===== config.mk =====
export PLATFORM = sky130hd
export DESIGN_NAME = alu_arbiter
export DESIGN_NICKNAME = d
export VERILOG_FILES = /design/src/rtl/alu_arbiter.sv
export SDC_FILE = /design/constraint.sdc
export NUM_CORES = 1
export LEC_CHECK = 0
export ABC_CLOCK_PERIOD_IN_PS = 1800
export CAP_MARGIN = 10
export CORE_MARGIN = 4
export CORE_UTILIZATION = 30
export DETAILED_ROUTE_END_ITERATION = 8
export GPL_TIMING_DRIVEN = 0
export PLACE_DENSITY = 0.72
export REMOVE_ABC_BUFFERS = 1
export SLEW_MARGIN = 25
export SYNTH_ARGS = -nofsm -noshare
export SYNTH_HDL_FRONTEND = slang
export SYNTH_SLANG_ARGS = --single-unit

===== constraint.sdc =====
create_clock -name clk -period 1.8 [get_ports clk]
set_input_delay 0.18 -clock clk [delete_from_list [all_inputs] [get_ports clk]]
set_output_delay 0.18 -clock clk [all_outputs]
set_load 0.05 [all_outputs]

===== src/rtl/alu_arbiter.sv =====
// Two-requester round-robin front end for a shared combinational ALU.
// Optional macro ALU_ARBITER_STATS_EN adds per-requester saturating grant counters.
module alu_arbiter #(
  parameter int DATA_W = 8
) (
  input  logic              clk,
  input  logic              rst_n,
  input  logic              req0_valid,
  input  logic              req1_valid,
  output logic              req0_ready,
  output logic              req1_ready,
  input  logic [DATA_W-1:0] req0_in0,
  input  logic [DATA_W-1:0] req0_in1,
  input  logic [DATA_W-1:0] req1_in0,
  input  logic [DATA_W-1:0] req1_in1,
  input  logic [1:0]        req0_op,
  input  logic [1:0]        req1_op,
  output logic [DATA_W-1:0] alu_in0,
  output logic [DATA_W-1:0] alu_in1,
  output logic [1:0]        alu_op,
  input  logic [DATA_W-1:0] alu_out,
  output logic              rsp_valid,
  output logic [DATA_W-1:0] rsp_data,
  output logic              rsp_id,
`ifdef ALU_ARBITER_STATS_EN
  output logic [7:0]        grant_cnt0,
  output logic [7:0]        grant_cnt1,
`endif
  input  logic              rsp_ready
);

  typedef enum logic [1:0] {
    IDLE = 2'd0,
    EXEC = 2'd1,
    RESP = 2'd2
  } state_t;

  state_t            state;
  logic [DATA_W-1:0] cap_in0;
  logic [DATA_W-1:0] cap_in1;
  logic [1:0]        cap_op;
  logic              cap_id;
  logic              last_grant;

  logic              grant_slot;
  logic              grant_ok;
  logic              pick;
  logic [DATA_W-1:0] sel_in0;
  logic [DATA_W-1:0] sel_in1;
  logic [1:0]        sel_op;

  // A grant slot exists in IDLE, or in RESP when the current response is consumed.
  // Gating with rst_n keeps both readys low while reset is held.
  always_comb begin
    grant_slot = (state == IDLE) || ((state == RESP) && rsp_ready);
    grant_ok   = rst_n && grant_slot && (req0_valid || req1_valid);
    pick       = (req0_valid && req1_valid) ? ~last_grant : req1_valid;
    req0_ready = grant_ok && !pick;
    req1_ready = grant_ok && pick;
    sel_in0    = pick ? req1_in0 : req0_in0;
    sel_in1    = pick ? req1_in1 : req0_in1;
    sel_op     = pick ? req1_op  : req0_op;
  end

  assign alu_in0 = cap_in0;
  assign alu_in1 = cap_in1;
  assign alu_op  = cap_op;

  always_ff @(posedge clk or negedge rst_n) begin
    if (!rst_n) begin
      state      <= IDLE;
      cap_in0    <= '0;
      cap_in1    <= '0;
      cap_op     <= 2'b00;
      cap_id     <= 1'b0;
      last_grant <= 1'b1;
      rsp_valid  <= 1'b0;
      rsp_data   <= '0;
      rsp_id     <= 1'b0;
    end else begin
      case (state)
        IDLE: begin
          if (grant_ok) begin
            cap_in0    <= sel_in0;
            cap_in1    <= sel_in1;
            cap_op     <= sel_op;
            cap_id     <= pick;
            last_grant <= pick;
            state      <= EXEC;
          end
        end
        EXEC: begin
          rsp_data  <= alu_out;
          rsp_id    <= cap_id;
          rsp_valid <= 1'b1;
          state     <= RESP;
        end
        RESP: begin
          if (rsp_ready) begin
            rsp_valid <= 1'b0;
            if (grant_ok) begin
              cap_in0    <= sel_in0;
              cap_in1    <= sel_in1;
              cap_op     <= sel_op;
              cap_id     <= pick;
              last_grant <= pick;
              state      <= EXEC;
            end else begin
              state <= IDLE;
            end
          end
        end
        default: state <= IDLE;
      endcase
    end
  end

`ifdef ALU_ARBITER_STATS_EN
  always_ff @(posedge clk or negedge rst_n) begin
    if (!rst_n) begin
      grant_cnt0 <= 8'h00;
      grant_cnt1 <= 8'h00;
    end else begin
      if (req0_ready && (grant_cnt0 != 8'hFF)) grant_cnt0 <= grant_cnt0 + 8'h01;
      if (req1_ready && (grant_cnt1 != 8'hFF)) grant_cnt1 <= grant_cnt1 + 8'h01;
    end
  end
`endif

endmodule


[After elaboration in Yosys (flattened, before gate mapping)]
Cells that the tools add are included.
Word-level totals
  logic and storage cells: 54
  register bits: 32
  output and inout bits: 30
Operators by class
  mux-type cells: 25
  reductions and logical operators: 15
  bitwise gates (word level): 1
  equal/unequal tests: 4
Operators by type and width (number)
  8-bit 2-to-1 mux: 6
  8-bit case mux with 2 select lines: 2
  2-bit 2-to-1 mux: 5
  1-bit 2-to-1 mux: 7
  1-bit logical AND: 6
  1-bit case mux with 2 select lines: 3
  2-bit case mux with 3 select lines: 1
  2-bit AND reduction: 3
  2-bit != test (second input constant): 2
  2-bit case mux with 2 select lines: 1
  2-bit nonzero test: 2
  2-bit by 1-bit == test with 1-bit output (second input constant): 1
  2-bit == test (second input constant): 1
  2-bit zero test: 1
  1-bit logical OR: 2
  1-bit zero test: 1
  1-bit NOT: 1

[Longest topological paths before layout]
Gate-level depths: netlist of the first run.
  depth after elaboration: 8
  mapped depth: 5
  depth with buffers taken out: 3

[Worst setup path before layout of the first run]
No wires, ideal clock.
  path kind: register -> output
  from: register state[1]
  to: output req1_ready
  slack: 0.284 ns
  required time: 1.620 ns
  stages on the path, launching flop included: 6
  arrival time: 1.336 ns
  cell sequence: dfrtp_1 nand2b_1 and4bb_1 buf_6 buf_8 and2_1
Between the ends
  word-level cells in the longest chain between the ends: 6
  elaborated cells on any way between the ends: 7
  classes of those cells: 1 x eq/ne; 6 x reduce/logical
Ends and longest elaborated chain
  start, declared: line 38  | state_t state;
  start signal, assigned: line 71  | state <= IDLE;
  start signal, assigned: line 89  | state <= EXEC;
  start signal, assigned: line 96  | state <= RESP;
  2-bit == test: line 55  | grant_slot = (state == IDLE) || ((state == RESP) && rsp_ready);
  1-bit logical AND: line 55
  1-bit logical OR *: line 55
  1-bit logical AND * (2 in series): line 56  | grant_ok = rst_n && grant_slot && (req0_valid || req1_valid);
  1-bit logical AND *: line 59  | req1_ready = grant_ok && pick;
  end, declared: line 11  | output logic req1_ready,
Every way passes the cells marked *; elsewhere a longest branch is shown, timed or not.

[Worst setup path in the final report of the first run]
  from: input req1_valid
  to: output req0_ready
Between the ends
  word-level cells in the longest chain between the ends: 4
  elaborated cells on any way between the ends: 6
  classes of those cells: 1 x mux; 5 x reduce/logical
Ends and longest elaborated chain
  start, declared: line 9  | input logic req1_valid,
  1-bit logical AND: line 57  | pick = (req0_valid && req1_valid) ? ~last_grant : req1_valid;
  1-bit 2-to-1 mux: line 57
  1-bit zero test: line 58  | req0_ready = grant_ok && !pick;
  1-bit logical AND *: line 58
  end, declared: line 10  | output logic req0_ready,
Marks and branches as above.

==> summary.txt, run 1 <==
outcome - finished, final reports clean
Residual DRC - 0
vias per cell - 4.612
pin slew with the least headroom to its limit - 0.9072 ns
Yosys warning count - 0
antenna violations before repair - 0
endpoints failing hold - 0
vias in the first global route - 1,343
Layout Utilization - 52.21%
n_diodes - 0
Yosys reg bits - 32
Final Setup Violations - 0
detailed router's first-iteration violation count - 54
Placement Rows - 25
DRT Pass-1 Iters - 4
RSZ-0062 raised after global routing - no
worst slew margin relative to its limit - 39.40%
WHS - 0.1251 ns
Die X - 79.97 um
PortBufs - 78
Overall Global Routing Usage - 13.95%
# fillers - 436
Worst Hold Class - in2async
total chip power - 3.546 mW
Distinct cells, synth - 22
P&R area growth vs syn - 63.93%
share of cells above drive strength 1 - 35.64%
share of the clock period used by the worst path - 96.32%
nets - 236
Fmax - 576.8 MHz
synthesized area per cell - 16.02 um^2
commonest non-fill, non-tap cells in the layout - clkdlybuf4s50_1, dfrtp_1, mux2_2
core area - 4880 um^2
clk_skew - 0.004568 ns
via count - 1,176
commonest non-fill, non-tap cell in the layout - clkdlybuf4s50_1
Crit path required time - 1.62 ns
CTS buffer count - 5
DRT antenna net count - 0
Root Buffer - clkbuf_8
critical path endpoint category - output port
maximum VDD drop - 0.8893 mV
Total Die Area - 6395 um^2
Critical Path Fanout Max - 4
Die Ht - 79.97 um
Seq/Total Area, Yosys - 51.61%
pin count of the biggest net entering global routing - 23
final WL - 4378 um
first-pass GRT wire length - 6699 um
Max clock buf depth - 2
RD Place Congestion - 0.7135
I/O pin count - 79
wire per inst - 17.17 um
WP data arrival - 1.55 ns
max-cap check violation count - 0
minimum clock period after layout - 1.734 ns
fin area - 2547 um^2
Synth Cell Area - 1554 um^2
CTS tree - built
Final TNS setup - 0 ns
critical path type - in2out
Clock Pin Slew Worst Setup and Hold Paths - 0.07 ns
Num Clock Sinks - 32
GR Overflow Total - 0
Power Density - 1392 nW/um^2
HPWL Detailed - 2878 um
Leak Pwr - 1.075 nW
Final Max Tran Viols - 0
CP Launch Type - input pin
Clock Latency Late Sink - 0.28 ns
post-place instance area - 2369 um^2
Cells after Synth - 97
Starting Density - 31.85%
CTS H-Tree Depth - 2
## critical path, cell delays in order
cell and delay (ns):
clkdlybuf4s50_1 0.54, nor2_1 0.09, and4bb_4 0.35, and2b_1 0.13, buf_2 0.25
## power breakdown
group	total, mW	switching (mW)	internal, mW
registers	1.11	0.150	0.962
logic	1.88	1.08	0.793
clock network	0.558	0.247	0.311
## layer usage
layer	vias up	global-route usage, %	share of wire [%]
li1	522	-	-
met1	595	14.46	37
met2	52	26.66	55
met3	7	2.935	5.5
met4	0	5.912	1.6
met5	-	0	0
## flip-flops by register name, indices dropped and copies added (netlist names)
| register | count |
|---|---|
| alu_in0 | 8 |
| alu_op | 2 |
| cap_id | 1 |
| rsp_data | 8 |
| rsp_valid | 1 |
| last_grant | 1 |
| alu_in1 | 8 |
| state | 2 |
| rsp_id | 1 |
## cell families (layout without fill, tap and decap cells)
family / after synthesis / after routing / synth area share [%]
and+or+nand+nor: 7 / 8 / 2.980
AOI/OAI and AO/OA: 4 / 5 / 2.335
muxes: 47 / 47 / 38.16
DFF: 32 / 32 / 51.61
buffers and inverters: 7 / 96 / 4.911
## layout make-up
class | instances | area (um^2) | area share (%)
Sequential cell | 32 | 802.0 | 31.48
Multi-Input combinational cell | 60 | 710.7 | 27.90
Timing Repair Buffer | 87 | 857.1 | 33.64
Tap cell | 67 | 83.83 | 3.291
Inverter | 1 | 3.754 | 0.1473
Clock buffer | 8 | 90.09 | 3.536
## per-stage QoR
step / instances / setup WS [ns]
3_3_place_gp: 236 / -2.386
3_5_place_dp: 237 / -1.050
5_1_grt: 255 / 0.02273
6_report: 255 / 0.06627
2_1_floorplan: 91 / -0.2547
4_1_cts: 252 / 0.02687
## what timing repair did
item,in CTS,in global routing
gates cloned,2,0
hold buffers,3,0
endpoints found under the setup margin,21,1
pin swaps,1,0
buffers inserted,2,3
gates resized for setup,14,0
endpoints found under the hold margin,9,0
## synthesized netlist by cell type
master / instances / area [um^2]
buf_8: 1 / 15.01
and2_1: 1 / 6.260
buf_12: 1 / 20.02
buf_2: 1 / 5.000
dfstp_2: 1 / 26.28
mux2_2: 29 / 326.6
dfrtp_1: 31 / 775.7
inv_1: 1 / 3.750
nand2b_1: 1 / 6.260
mux2_4: 17 / 255.2
mux2_1: 1 / 11.26
and4bb_1: 1 / 12.51
a21oi_1: 1 / 5.000
nor2b_1: 1 / 6.260
buf_6: 1 / 11.26
nor2_1: 2 / 7.510
o21ai_0: 1 / 5.000
and2b_1: 1 / 7.510
clkbuf_8: 1 / 13.76
a21boi_4: 1 / 18.77
buf_4: 1 / 7.510
o21bai_1: 1 / 7.510
## worst paths after layout
| check | cells after the start | endpoint | slack, ns | start |
|---|---|---|---|---|
| setup reg to reg | 2 | rsp_data[1] | 0.10 | state[0] |
| min in group clk | 1 | rsp_valid | 0.47 | state[1] |
| max in group asynchronous | 2 | alu_in0[1] | 1.08 | rst_n |
| hold / removal | 3 | alu_op[0] | 0.13 | rst_n |
| setup / recovery | 5 | req0_ready | 0.07 | req1_valid |
| hold reg to reg | 1 | rsp_valid | 0.47 | state[1] |
No activity file was read; power rests on OpenSTA's default activity.
==> inputs of run 2 (changes only) <==
==> constraint.sdc (replaced) <==
create_clock -name clk -period 1.8 [get_ports clk]
set_input_delay 0.18 -clock clk [delete_from_list [all_inputs] [get_ports clk]]
set_output_delay 0.18 -clock clk [all_outputs]
set_load 0.1 [all_outputs]
==> run 2 against run 1 <==
  * Cell area shrank 0.98%
  * Cell count is the same
  * Routed wire length down 1.3%
  * Critical endpoint unchanged
==> summary.txt, run 2 (same netlist as run 1, synthesis figures left out) <==
outcome - finished, final reports clean
max-cap check violation count - 0
Die Ht - 79.97 um
critical path type - in2out
Max clock buf depth - 2
core area - 4880 um^2
n_diodes - 0
Die X - 79.97 um
DRT Pass-1 Iters - 4
Layout Utilization - 51.69%
Final Setup Violations - 0
RD Place Congestion - 0.7135
Power Density - 1681 nW/um^2
Clock Pin Slew Worst Setup and Hold Paths - 0.06 ns
detailed router's first-iteration violation count - 80
commonest non-fill, non-tap cell in the layout - clkdlybuf4s50_1
post-place instance area - 2369 um^2
Leak Pwr - 1.116 nW
via count - 1,158
nets - 236
worst slew margin relative to its limit - 34.62%
Final Max Tran Viols - 0
number of cells on the worst reg-to-reg path - 2
endpoints failing hold - 0
antenna violations before repair - 0
Multi-input gate area - 710.7 um^2
register area - 802.0 um^2
clk_skew - 0.004102 ns
Fmax - 582.0 MHz
CTS buffer count - 5
WP data arrival - 1.54 ns
pin count of the biggest net entering global routing - 23
I/O pin count - 79
pin slew with the least headroom to its limit - 0.9846 ns
vias per cell - 4.541
Residual DRC - 0
maximum VDD drop - 1.092 mV
Placed Cells - 237
CTS H-Tree Depth - 2
wire per inst - 16.94 um
Non-Filler Instances - 255
Total Die Area - 6395 um^2
Starting Density - 31.85%
Overall Global Routing Usage - 14.00%
first-pass GRT wire length - 6727 um
Placement Rows - 25
commonest non-fill, non-tap cells in the layout - clkdlybuf4s50_1, dfrtp_1, mux2_2, dlygate4sd2_1, mux2_4
fin area - 2522 um^2
GR Overflow Total - 0
share of the clock period used by the worst path - 95.46%
Clock Latency Late Sink - 0.28 ns
vias in the first global route - 1,343
reg2reg end - rsp_data[1]
Critical Path Fanout Max - 4
CTS tree - built
Worst Hold Class - in2async
critical path endpoint category - output port
share of cells above drive strength 1 - 35.64%
HPWL Detailed - 2878 um
DRT antenna net count - 0
r2r setup slk - 0.13 ns
Num Clock Sinks - 32
Root Buffer - clkbuf_8
RSZ-0062 raised after global routing - no
# fillers - 444
minimum clock period after layout - 1.718 ns
final WL - 4319 um
Crit path required time - 1.62 ns
P&R area growth vs syn - 62.32%
PortBufs - 78
Critical R2R Launch - state[0]
CP Launch Type - input pin
==> run 2: cell types whose count changed in the layout (fill, tap and decap cells not counted), sizes merged <==
cell           change
clkdlybuf4s50     -28
dlygate4sd2       +28
==> run 2: per-stage QoR <==
stage                     hold slack [ns]  setup slack [ns]  setup TNS [ns]  power [mW]
after floorplan                   -0.1156           -0.5821          -1.298       3.126
after global placement             0.4524            -2.718          -41.47       3.764
after detailed placement          0.08176            -1.381          -9.238       3.816
after CTS                          0.4284           0.03004               0       4.275
after global routing               0.1805           0.01728               0       4.392
final                              0.1175           0.08165               0       4.240
==> run 2: what timing repair did <==
| item | in CTS | in global routing |
|---|---|---|
| setup buffers | 2 | 3 |
| cloned | 2 | 0 |
| resized for setup | 45 | 0 |
| hold endpoints to repair | 9 | 0 |
| hold buffers | 3 | 0 |
| pin swaps | 1 | 0 |
| endpoints found under the setup margin | 49 | 2 |
==> run 2: worst max path at each step <==
stage,cells after the start,endpoint,startpoint,slack (ns)
after global placement,4,req1_ready,rst_n,-2.72
after detailed placement,5,req1_ready,req0_valid,-1.38
after global routing,5,req1_ready,req1_valid,0.02
final,5,req0_ready,req1_valid,0.08
after CTS,4,req1_ready,req1_valid,0.03
after floorplan,2,req1_ready,state[0],-0.58
==> run 2: worst max-delay path, cell delays in order <==
cell and delay, ns:
clkdlybuf4s50_1 0.54, nor2_1 0.09, and4bb_4 0.35, and2b_1 0.15, buf_6 0.22
==> run 2: where the power goes <==
part	total (mW)	switching, mW	internal, mW	leakage (nW)
clock	0.561	0.250	0.311	0.0455
combinational	2.58	1.94	0.638	0.695
sequential	1.10	0.141	0.962	0.376
==> run 2: area by class of cell <==
class | count | area share, %
Sequential cell | 32 | 31.80
Timing Repair Buffer | 87 | 32.99
Clock buffer | 8 | 3.571
Multi-Input combinational cell | 60 | 28.17
Tap cell | 67 | 3.323
Inverter | 1 | 0.1488
==> run 2: layer usage <==
metal	track usage (%)	up-vias	wire length [um]
met4	5.912	0	86
li1	-	523	-
met5	0	-	0
met3	2.935	11	223
met2	26.66	46	2415
met1	14.60	578	1594
